## src/rtl/core_sequencer_if.sv

```systemverilog
// core_sequencer_if
// Bundles every handshake and status signal between the rv64i multi-cycle
// sequencer and the surrounding core (IFU, decoder, EXU, LSU, PC/RF logic).
// clk and rst_n are plain module ports and are not part of this bundle.
//
// Handshake semantics, used for both the IFU and the LSU:
//   The sequencer raises a request (ifu_req_o / lsu_req_o) on every cycle it
//   is waiting. The responder answers with a one-cycle qualifier
//   (ifu_valid_i / lsu_done_i). The transfer completes on the rising edge
//   where request and qualifier are both high. A qualifier that arrives while
//   no request is raised is ignored, and a request is never withdrawn except
//   by a timeout or by reset.
//
// Modports:
//   master - the sequencer: drives the *_o signals, samples the *_i signals.
//   slave  - the core environment: the mirror image of master.
interface core_sequencer_if #(
  parameter int CNT_WIDTH = 64
);
  logic                 start_i;
  logic                 ifu_req_o;
  logic                 ifu_valid_i;
  logic                 ir_we_o;
  logic [4:0]           dec_enable_i;
  logic [2:0]           dec_specinst_i;
  logic                 dec_error_i;
  logic [1:0]           dec_env_i;
  logic                 branch_taken_i;
  logic                 lsu_req_o;
  logic                 lsu_we_o;
  logic                 lsu_done_i;
  logic                 rf_we_o;
  logic                 pc_we_o;
  logic [1:0]           pc_sel_o;
  logic                 trap_valid_o;
  logic [2:0]           trap_cause_o;
  logic                 halt_o;
  logic [2:0]           state_o;
  logic [CNT_WIDTH-1:0] instret_o;

  modport master (
    input  start_i, ifu_valid_i, dec_enable_i, dec_specinst_i, dec_error_i,
           dec_env_i, branch_taken_i, lsu_done_i,
    output ifu_req_o, ir_we_o, lsu_req_o, lsu_we_o, rf_we_o, pc_we_o,
           pc_sel_o, trap_valid_o, trap_cause_o, halt_o, state_o, instret_o
  );

  modport slave (
    output start_i, ifu_valid_i, dec_enable_i, dec_specinst_i, dec_error_i,
           dec_env_i, branch_taken_i, lsu_done_i,
    input  ifu_req_o, ir_we_o, lsu_req_o, lsu_we_o, rf_we_o, pc_we_o,
           pc_sel_o, trap_valid_o, trap_cause_o, halt_o, state_o, instret_o
  );
endinterface

```

## src/rtl/core_sequencer.sv

```systemverilog
// core_sequencer
// Multi-cycle control FSM for the rv64i core:
// IDLE -> FETCH -> DECODE -> EXEC -> [MEM] -> WB -> FETCH.
// It also handles traps (fetch/mem timeout, illegal, ecall), the ebreak halt
// and the retired-instruction counter.
//
// Ports:
//   clk   - core clock, rising edge
//   rst_n - synchronous active-low reset
//   bus   - core_sequencer_if.master: IFU/LSU handshakes, decoder inputs,
//           RF/PC/IR strobes, trap status, debug state and instret
//
// Parameters:
//   TIMEOUT   - wait cycles allowed in FETCH or MEM before a timeout trap
//               (0 disables the timeout)
//   CNT_WIDTH - width of instret_o; must match the interface parameter
module core_sequencer #(
  parameter int TIMEOUT   = 16,
  parameter int CNT_WIDTH = 64
) (
  input logic              clk,
  input logic              rst_n,
  core_sequencer_if.master bus
);

  typedef enum logic [2:0] {
    S_IDLE   = 3'd0,
    S_FETCH  = 3'd1,
    S_DECODE = 3'd2,
    S_EXEC   = 3'd3,
    S_MEM    = 3'd4,
    S_WB     = 3'd5,
    S_TRAP   = 3'd6,
    S_HALT   = 3'd7
  } state_t;

  localparam logic [2:0] SP_BR   = 3'd0;
  localparam logic [2:0] SP_JAL  = 3'd1;
  localparam logic [2:0] SP_JALR = 3'd2;

  localparam logic [2:0] C_FETCH_TO = 3'd1;
  localparam logic [2:0] C_ILLEGAL  = 3'd2;
  localparam logic [2:0] C_ECALL    = 3'd3;
  localparam logic [2:0] C_MEM_TO   = 3'd4;
  localparam logic [2:0] C_EBREAK   = 3'd5;

  localparam logic [1:0] PC_SEQ    = 2'd0;
  localparam logic [1:0] PC_TARGET = 2'd1;
  localparam logic [1:0] PC_TRAP   = 2'd2;

  localparam int         CW      = (TIMEOUT > 1) ? $clog2(TIMEOUT) : 1;
  localparam logic [CW-1:0] WAIT_LAST = CW'(TIMEOUT - 1);

  state_t               state_q, state_d;
  logic [CW-1:0]        wait_q;
  logic [4:0]           en_q;
  logic [2:0]           spec_q;
  logic [2:0]           cause_q, cause_d;
  logic [CNT_WIDTH-1:0] instret_q;

  logic       ifu_req, ir_we, lsu_req, lsu_we, rf_we, pc_we, trap_valid;
  logic [1:0] pc_sel;
  logic       timed_out;

  // wait_q holds the index of the current FETCH/MEM wait cycle; it is zero
  // on the first cycle because every state preceding FETCH or MEM clears it.
  assign timed_out = (TIMEOUT != 0) && (wait_q == WAIT_LAST);

  always_ff @(posedge clk) begin
    if (!rst_n) begin
      state_q   <= S_IDLE;
      wait_q    <= '0;
      en_q      <= '0;
      spec_q    <= '0;
      cause_q   <= '0;
      instret_q <= '0;
    end else begin
      state_q <= state_d;
      cause_q <= cause_d;
      if (state_q == S_FETCH || state_q == S_MEM) wait_q <= wait_q + 1'b1;
      else                                        wait_q <= '0;
      if (state_q == S_DECODE) begin
        en_q   <= bus.dec_enable_i;
        spec_q <= bus.dec_specinst_i;
      end
      if (state_q == S_WB) instret_q <= instret_q + 1'b1;
    end
  end

  always_comb begin
    state_d    = state_q;
    cause_d    = cause_q;
    ifu_req    = 1'b0;
    ir_we      = 1'b0;
    lsu_req    = 1'b0;
    lsu_we     = 1'b0;
    rf_we      = 1'b0;
    pc_we      = 1'b0;
    pc_sel     = PC_SEQ;
    trap_valid = 1'b0;
    unique case (state_q)
      S_IDLE: if (bus.start_i) state_d = S_FETCH;
      S_FETCH: begin
        ifu_req = 1'b1;
        if (bus.ifu_valid_i) begin
          ir_we   = 1'b1;
          state_d = S_DECODE;
        end else if (timed_out) begin
          state_d = S_TRAP;
          cause_d = C_FETCH_TO;
        end
      end
      S_DECODE: begin
        // error beats ebreak beats ecall
        if (bus.dec_error_i) begin
          state_d = S_TRAP;
          cause_d = C_ILLEGAL;
        end else if (bus.dec_env_i[1]) begin
          state_d = S_HALT;
          cause_d = C_EBREAK;
        end else if (bus.dec_env_i[0]) begin
          state_d = S_TRAP;
          cause_d = C_ECALL;
        end else begin
          state_d = S_EXEC;
        end
      end
      S_EXEC: state_d = (en_q[3] | en_q[4]) ? S_MEM : S_WB;
      S_MEM: begin
        lsu_req = 1'b1;
        lsu_we  = en_q[4];
        if (bus.lsu_done_i) begin
          state_d = S_WB;
        end else if (timed_out) begin
          state_d = S_TRAP;
          cause_d = C_MEM_TO;
        end
      end
      S_WB: begin
        rf_we = en_q[2];
        pc_we = 1'b1;
        if (spec_q == SP_JAL || spec_q == SP_JALR ||
            (spec_q == SP_BR && bus.branch_taken_i))
          pc_sel = PC_TARGET;
        state_d = S_FETCH;
      end
      S_TRAP: begin
        trap_valid = 1'b1;
        pc_we      = 1'b1;
        pc_sel     = PC_TRAP;
        state_d    = S_FETCH;
      end
      S_HALT: state_d = S_HALT;
      default: state_d = S_IDLE;
    endcase
  end

  assign bus.ifu_req_o    = ifu_req;
  assign bus.ir_we_o      = ir_we;
  assign bus.lsu_req_o    = lsu_req;
  assign bus.lsu_we_o     = lsu_we;
  assign bus.rf_we_o      = rf_we;
  assign bus.pc_we_o      = pc_we;
  assign bus.pc_sel_o     = pc_sel;
  assign bus.trap_valid_o = trap_valid;
  assign bus.trap_cause_o = cause_q;
  // HALT is terminal until reset, so halt_o is sticky by construction.
  assign bus.halt_o       = (state_q == S_HALT);
  assign bus.state_o      = state_q;
  assign bus.instret_o    = instret_q;

endmodule

```

## src/flat_wrapper.sv

```systemverilog
// flat-port wrapper written by rule: the top's interface ports become plain ports
module core_sequencer_flat 
#(
  parameter int TIMEOUT   = 16,
  parameter int CNT_WIDTH = 64
)
  (clk, rst_n, bus_start_i, bus_ifu_valid_i, bus_dec_enable_i, bus_dec_specinst_i, bus_dec_error_i, bus_dec_env_i, bus_branch_taken_i, bus_lsu_done_i, bus_ifu_req_o, bus_ir_we_o, bus_lsu_req_o, bus_lsu_we_o, bus_rf_we_o, bus_pc_we_o, bus_pc_sel_o, bus_trap_valid_o, bus_trap_cause_o, bus_halt_o, bus_state_o, bus_instret_o);
  core_sequencer_if #(.CNT_WIDTH(CNT_WIDTH)) bus_i ();
  input logic clk;
  input logic rst_n;
  input wire logic [$bits(bus_i.start_i)-1:0] bus_start_i;
  input wire logic [$bits(bus_i.ifu_valid_i)-1:0] bus_ifu_valid_i;
  input wire logic [$bits(bus_i.dec_enable_i)-1:0] bus_dec_enable_i;
  input wire logic [$bits(bus_i.dec_specinst_i)-1:0] bus_dec_specinst_i;
  input wire logic [$bits(bus_i.dec_error_i)-1:0] bus_dec_error_i;
  input wire logic [$bits(bus_i.dec_env_i)-1:0] bus_dec_env_i;
  input wire logic [$bits(bus_i.branch_taken_i)-1:0] bus_branch_taken_i;
  input wire logic [$bits(bus_i.lsu_done_i)-1:0] bus_lsu_done_i;
  output wire logic [$bits(bus_i.ifu_req_o)-1:0] bus_ifu_req_o;
  output wire logic [$bits(bus_i.ir_we_o)-1:0] bus_ir_we_o;
  output wire logic [$bits(bus_i.lsu_req_o)-1:0] bus_lsu_req_o;
  output wire logic [$bits(bus_i.lsu_we_o)-1:0] bus_lsu_we_o;
  output wire logic [$bits(bus_i.rf_we_o)-1:0] bus_rf_we_o;
  output wire logic [$bits(bus_i.pc_we_o)-1:0] bus_pc_we_o;
  output wire logic [$bits(bus_i.pc_sel_o)-1:0] bus_pc_sel_o;
  output wire logic [$bits(bus_i.trap_valid_o)-1:0] bus_trap_valid_o;
  output wire logic [$bits(bus_i.trap_cause_o)-1:0] bus_trap_cause_o;
  output wire logic [$bits(bus_i.halt_o)-1:0] bus_halt_o;
  output wire logic [$bits(bus_i.state_o)-1:0] bus_state_o;
  output wire logic [$bits(bus_i.instret_o)-1:0] bus_instret_o;
  assign bus_i.start_i = bus_start_i;
  assign bus_i.ifu_valid_i = bus_ifu_valid_i;
  assign bus_i.dec_enable_i = bus_dec_enable_i;
  assign bus_i.dec_specinst_i = bus_dec_specinst_i;
  assign bus_i.dec_error_i = bus_dec_error_i;
  assign bus_i.dec_env_i = bus_dec_env_i;
  assign bus_i.branch_taken_i = bus_branch_taken_i;
  assign bus_i.lsu_done_i = bus_lsu_done_i;
  assign bus_ifu_req_o = bus_i.ifu_req_o;
  assign bus_ir_we_o = bus_i.ir_we_o;
  assign bus_lsu_req_o = bus_i.lsu_req_o;
  assign bus_lsu_we_o = bus_i.lsu_we_o;
  assign bus_rf_we_o = bus_i.rf_we_o;
  assign bus_pc_we_o = bus_i.pc_we_o;
  assign bus_pc_sel_o = bus_i.pc_sel_o;
  assign bus_trap_valid_o = bus_i.trap_valid_o;
  assign bus_trap_cause_o = bus_i.trap_cause_o;
  assign bus_halt_o = bus_i.halt_o;
  assign bus_state_o = bus_i.state_o;
  assign bus_instret_o = bus_i.instret_o;
  core_sequencer #(.TIMEOUT(TIMEOUT), .CNT_WIDTH(CNT_WIDTH)) u_core (.clk(clk), .rst_n(rst_n), .bus(bus_i));
endmodule
```

## config.mk

```make
export PLATFORM = sky130hd
export DESIGN_NAME = core_sequencer_flat
export DESIGN_NICKNAME = d
export VERILOG_FILES = /design/src/rtl/core_sequencer_if.sv /design/src/rtl/core_sequencer.sv /design/src/flat_wrapper.sv
export SDC_FILE = /design/constraint.sdc
export NUM_CORES = 1
export LEC_CHECK = 0
export ABC_CLOCK_PERIOD_IN_PS = 4900
export BUFFER_PORTS_ARGS = -buffer_cell sky130_fd_sc_hd__buf_2
export CELL_PAD_IN_SITES_DETAIL_PLACEMENT = 1
export CELL_PAD_IN_SITES_GLOBAL_PLACEMENT = 2
export CORE_ASPECT_RATIO = 0.9
export CORE_UTILIZATION = 33
export DETAILED_ROUTE_END_ITERATION = 12
export PLACE_DENSITY = 0.92
export SLEW_MARGIN = 20
export SYNTH_ARGS = -nofsm -noshare
export SYNTH_HDL_FRONTEND = slang
export SYNTH_SLANG_ARGS = --single-unit
export TNS_END_PERCENT = 100
```

## constraint.sdc

```tcl
create_clock -name clk -period 4.9 [get_ports clk]
set_input_delay 0.49 -clock clk [delete_from_list [all_inputs] [get_ports clk]]
set_output_delay 0.49 -clock clk [all_outputs]
set_load 0.03 [all_outputs]
```

==> flow_metrics.py <==
metrics = {
    "outcome": {
        "status": "complete, no violations",
    },
    "detailed_routing": {
        "finalWirelength_um": 12360,
        "vias": 3933,
        "drt_pass1_iterations": 4,
        "remaining_drc_errors": 0,
        "drtIter0Drc": 197,
        "wire_per_inst_um": 16.93,
        "viasPerCell": 5.388,
        "detail-route-antenna-nets": 0,
    },
    "power": {
        "power_density_nw_per_um2": 304.3,
        "ir_worst_vdd_v": 0.0001755,
        "power_leakage_nw": 1.893,
    },
    "placed_design": {
        "gp_congestion": 0.8467,
        "numPortBuffers": 94,
        "hpwl_um": 9071,
        "place_area_um2": 4616,
    },
    "synthesis": {
        "ys_top_cells_by_area": "dfxtp_1, nand4_1, nor2_1, xor2_1, o21ai_0",
        "async_reset_ff_share_pct": 0,
        "yosys_most_used_dff": "dfxtp_1",
        "postSynthAreaPerCell_um2": 8.408,
        "ys_types": 51,
        "syn_inst": 478,
        "synth_edf_count": 0,
        "synth.most_common_cell": "dfxtp_1",
        "synth_commonest_cells": "dfxtp_1, nor2_1, nand4_1",
        "yosys_warnings": 0,
        "synth-seq-cells": 80,
        "yosysSeqAreaShare_pct": 39.85,
        "synth_area_leader_cell": "dfxtp_1",
        "synth_top_area_share_pct": 39.85,
        "synth_area_um2": 4019,
        "synth.net_count": 497,
    },
    "floorplan": {
        "start_util_pct": 34.45,
        "die_h_um": 106.7,
        "die_w_um": 118.3,
        "core-area_um2": 11670,
        "io-pin-count": 97,
        "fp.dieArea_um2": 12620,
        "rows": 37,
    },
    "setup_path": {
        "crit_type": "flop to output port",
        "r2r_cells": 5,
        "timing.reg2reg.setup_slack_ps": 2160,
        "path_max_fanout": 17,
        "critPathRequiredTime_ps": 4410,
        "cp_data_arrival_time_ps": 2300,
        "cp-start-kind": "flop",
        "r2r_start": "u_core.bus.state_o[0]",
        "end_kind": "output port",
        "r2r-end": "u_core.bus.instret_o[49]",
    },
    "hold_path": {
        "holdPathEnd": "u_core.en_q[4]",
        "hp-class": "primary input to flop",
        "hp-start": "bus_dec_enable_i[4]",
        "min_path_cells": 3,
    },
    "clocking": {
        "clk_latency_ps": 340,
        "clock_sinks": 80,
        "cts_buffers": 9,
        "clk_pin_slew_ps": 60,
        "root_buffer": "clkbuf_16",
        "cts_max_path_buffers": 2,
        "post_cts_buffers": 0,
        "cts_htree_levels": 3,
        "cts-resized-gates": 0,
        "hold_buffers": 0,
        "tritoncts": "yes",
    },
    "sta": {
        "setup_viol": 0,
        "slew_headroom_pct": 51.43,
        "fmaxAchievable_mhz": 359.0,
        "tightestPinTransition_ps": 723.2,
        "period_share_pct": 56.85,
        "setup_tns_ps": 0,
        "fin_crit_ps": 2786,
        "skew_ps": 6.539,
        "final_max_slew_viol_count": 0,
        "rsz0062_at_grt": "false",
        "hold_violations": 0,
    },
    "cells_and_area": {
        "fin_area_um2": 4906,
        "layout-drive-gt1-share_pct": 22.47,
        "final_nets": 588,
        "antenna-diode-count": 0,
        "areaGrowthSynthToFinish_pct": 22.07,
        "num-fill-cells": 1459,
    },
    "global_routing": {
        "globalRouteOverflowTotal": 0,
        "grt_pass1_wl_um": 20670,
        "antenna_found_initial": 0,
        "grt_usage_pct": 20.47,
        "first_global_vias": 3997,
        "grt_max_degree": 61,
    },
    "job": {
        "max_cap_viol_count": 0,
    },
}
[placed cells by master (no fill, tap or decap), types with 3 or more instances in the layout]
cell type   netlist  layout
nor4_2            3       3
clkbuf_16         0       9
xnor2_1          11      11
nand2b_1          5       5
nand4_1          42      42
or4_1             3       3
clkinvlp_4        0       3
and3_1            3       3
nand4_2           3       3
buf_2             1      94
o21ai_0          30      30
o31ai_1           4       4
nor3_1           13      13
nand2_1          38      38
nor2_1           61      61
nor4_1            8       8
or3_1            24      24
nor4_4            4       4
xor2_1           25      25
mux2i_1           7       7
inv_1             6       6
dfxtp_1          80      80
and2_1            9       9
nand3_1          23      23
a21oi_1          29      29
[how the worst max path moves through the flow]
stage / startpoint / end / slack [ps] / depth (start not counted)
floorplan: u_core.bus.state_o[0] / bus_pc_sel_o[0] / 1870 / 4
global placement: u_core.bus.state_o[0] / u_core.bus.instret_o[41] / 2230 / 5
detailed placement: u_core.bus.state_o[0] / u_core.bus.instret_o[49] / 2160 / 5
CTS: u_core.bus.state_o[0] / bus_rf_we_o / 2120 / 4
global route: u_core.bus.state_o[0] / bus_rf_we_o / 1920 / 4
finish: u_core.bus.state_o[0] / bus_rf_we_o / 2110 / 4
[where the power goes]
part | switching [mW] | internal, mW
clock | 0.277 | 0.394
sequential | 0.0256 | 0.664
combinational | 0.0851 | 0.0473
total | 0.388 | 1.11
[critical path: stages, from the launching register on]
cell,delay (ps)
dfxtp_1,730
inv_1,170
nor3_1,630
and2_1,230
buf_2,190
[layout make-up]
type | instances | area [um2] | share of cell area [%]
clock buffer | 11 | 232.7 | 4.744
tap | 156 | 195.2 | 3.979
timing repair buffer | 95 | 478.0 | 9.742
multi-input combinational | 376 | 2315 | 47.18
sequential | 80 | 1602 | 32.64
inverter | 7 | 26.28 | 0.5356
clock inverter | 5 | 57.56 | 1.173
[registers in the layout (all words and copies together), names as in the netlist]
signal                   count
u_core.bus.instret_o        64
u_core.bus.state_o           3
u_core.bus.trap_cause_o      3
u_core.en_q                  3
u_core.spec_q                3
u_core.wait_q                4
[per-layer routing]
layer,track usage (%),vias to the layer above,routed length (um)
li1,-,1926,-
met4,5.311,0,108
met3,5.106,8,623
met2,34.33,93,5829
met5,0,-,0
met1,26.19,1906,5797
[cell families after synthesis]
family / Yosys count / share of synthesized area (%)
xor+xnor: 36 / 7.846
fa+ha+maj: 2 / 0.6226
buf+inv: 22 / 2.553
flops: 80 / 39.85
mux: 8 / 2.024
simple gates: 253 / 36.15
compound gates: 77 / 10.96
[through the flow]
step                hold WS [ps]  total power, mW  worst slack (ps)  cells  util, %
floorplan                  417.6           0.7996              1871    478        -
global placement           423.5           0.8317              2229    714    39.56
detailed placement         457.2           0.8370              2161    714    39.56
CTS                        380.6            1.508              2118    730    42.05
global route               393.1            1.555              1916    730    42.05
finish                     391.6            1.493              2114    730    42.05
No activity file was read; power rests on OpenSTA's default activity.
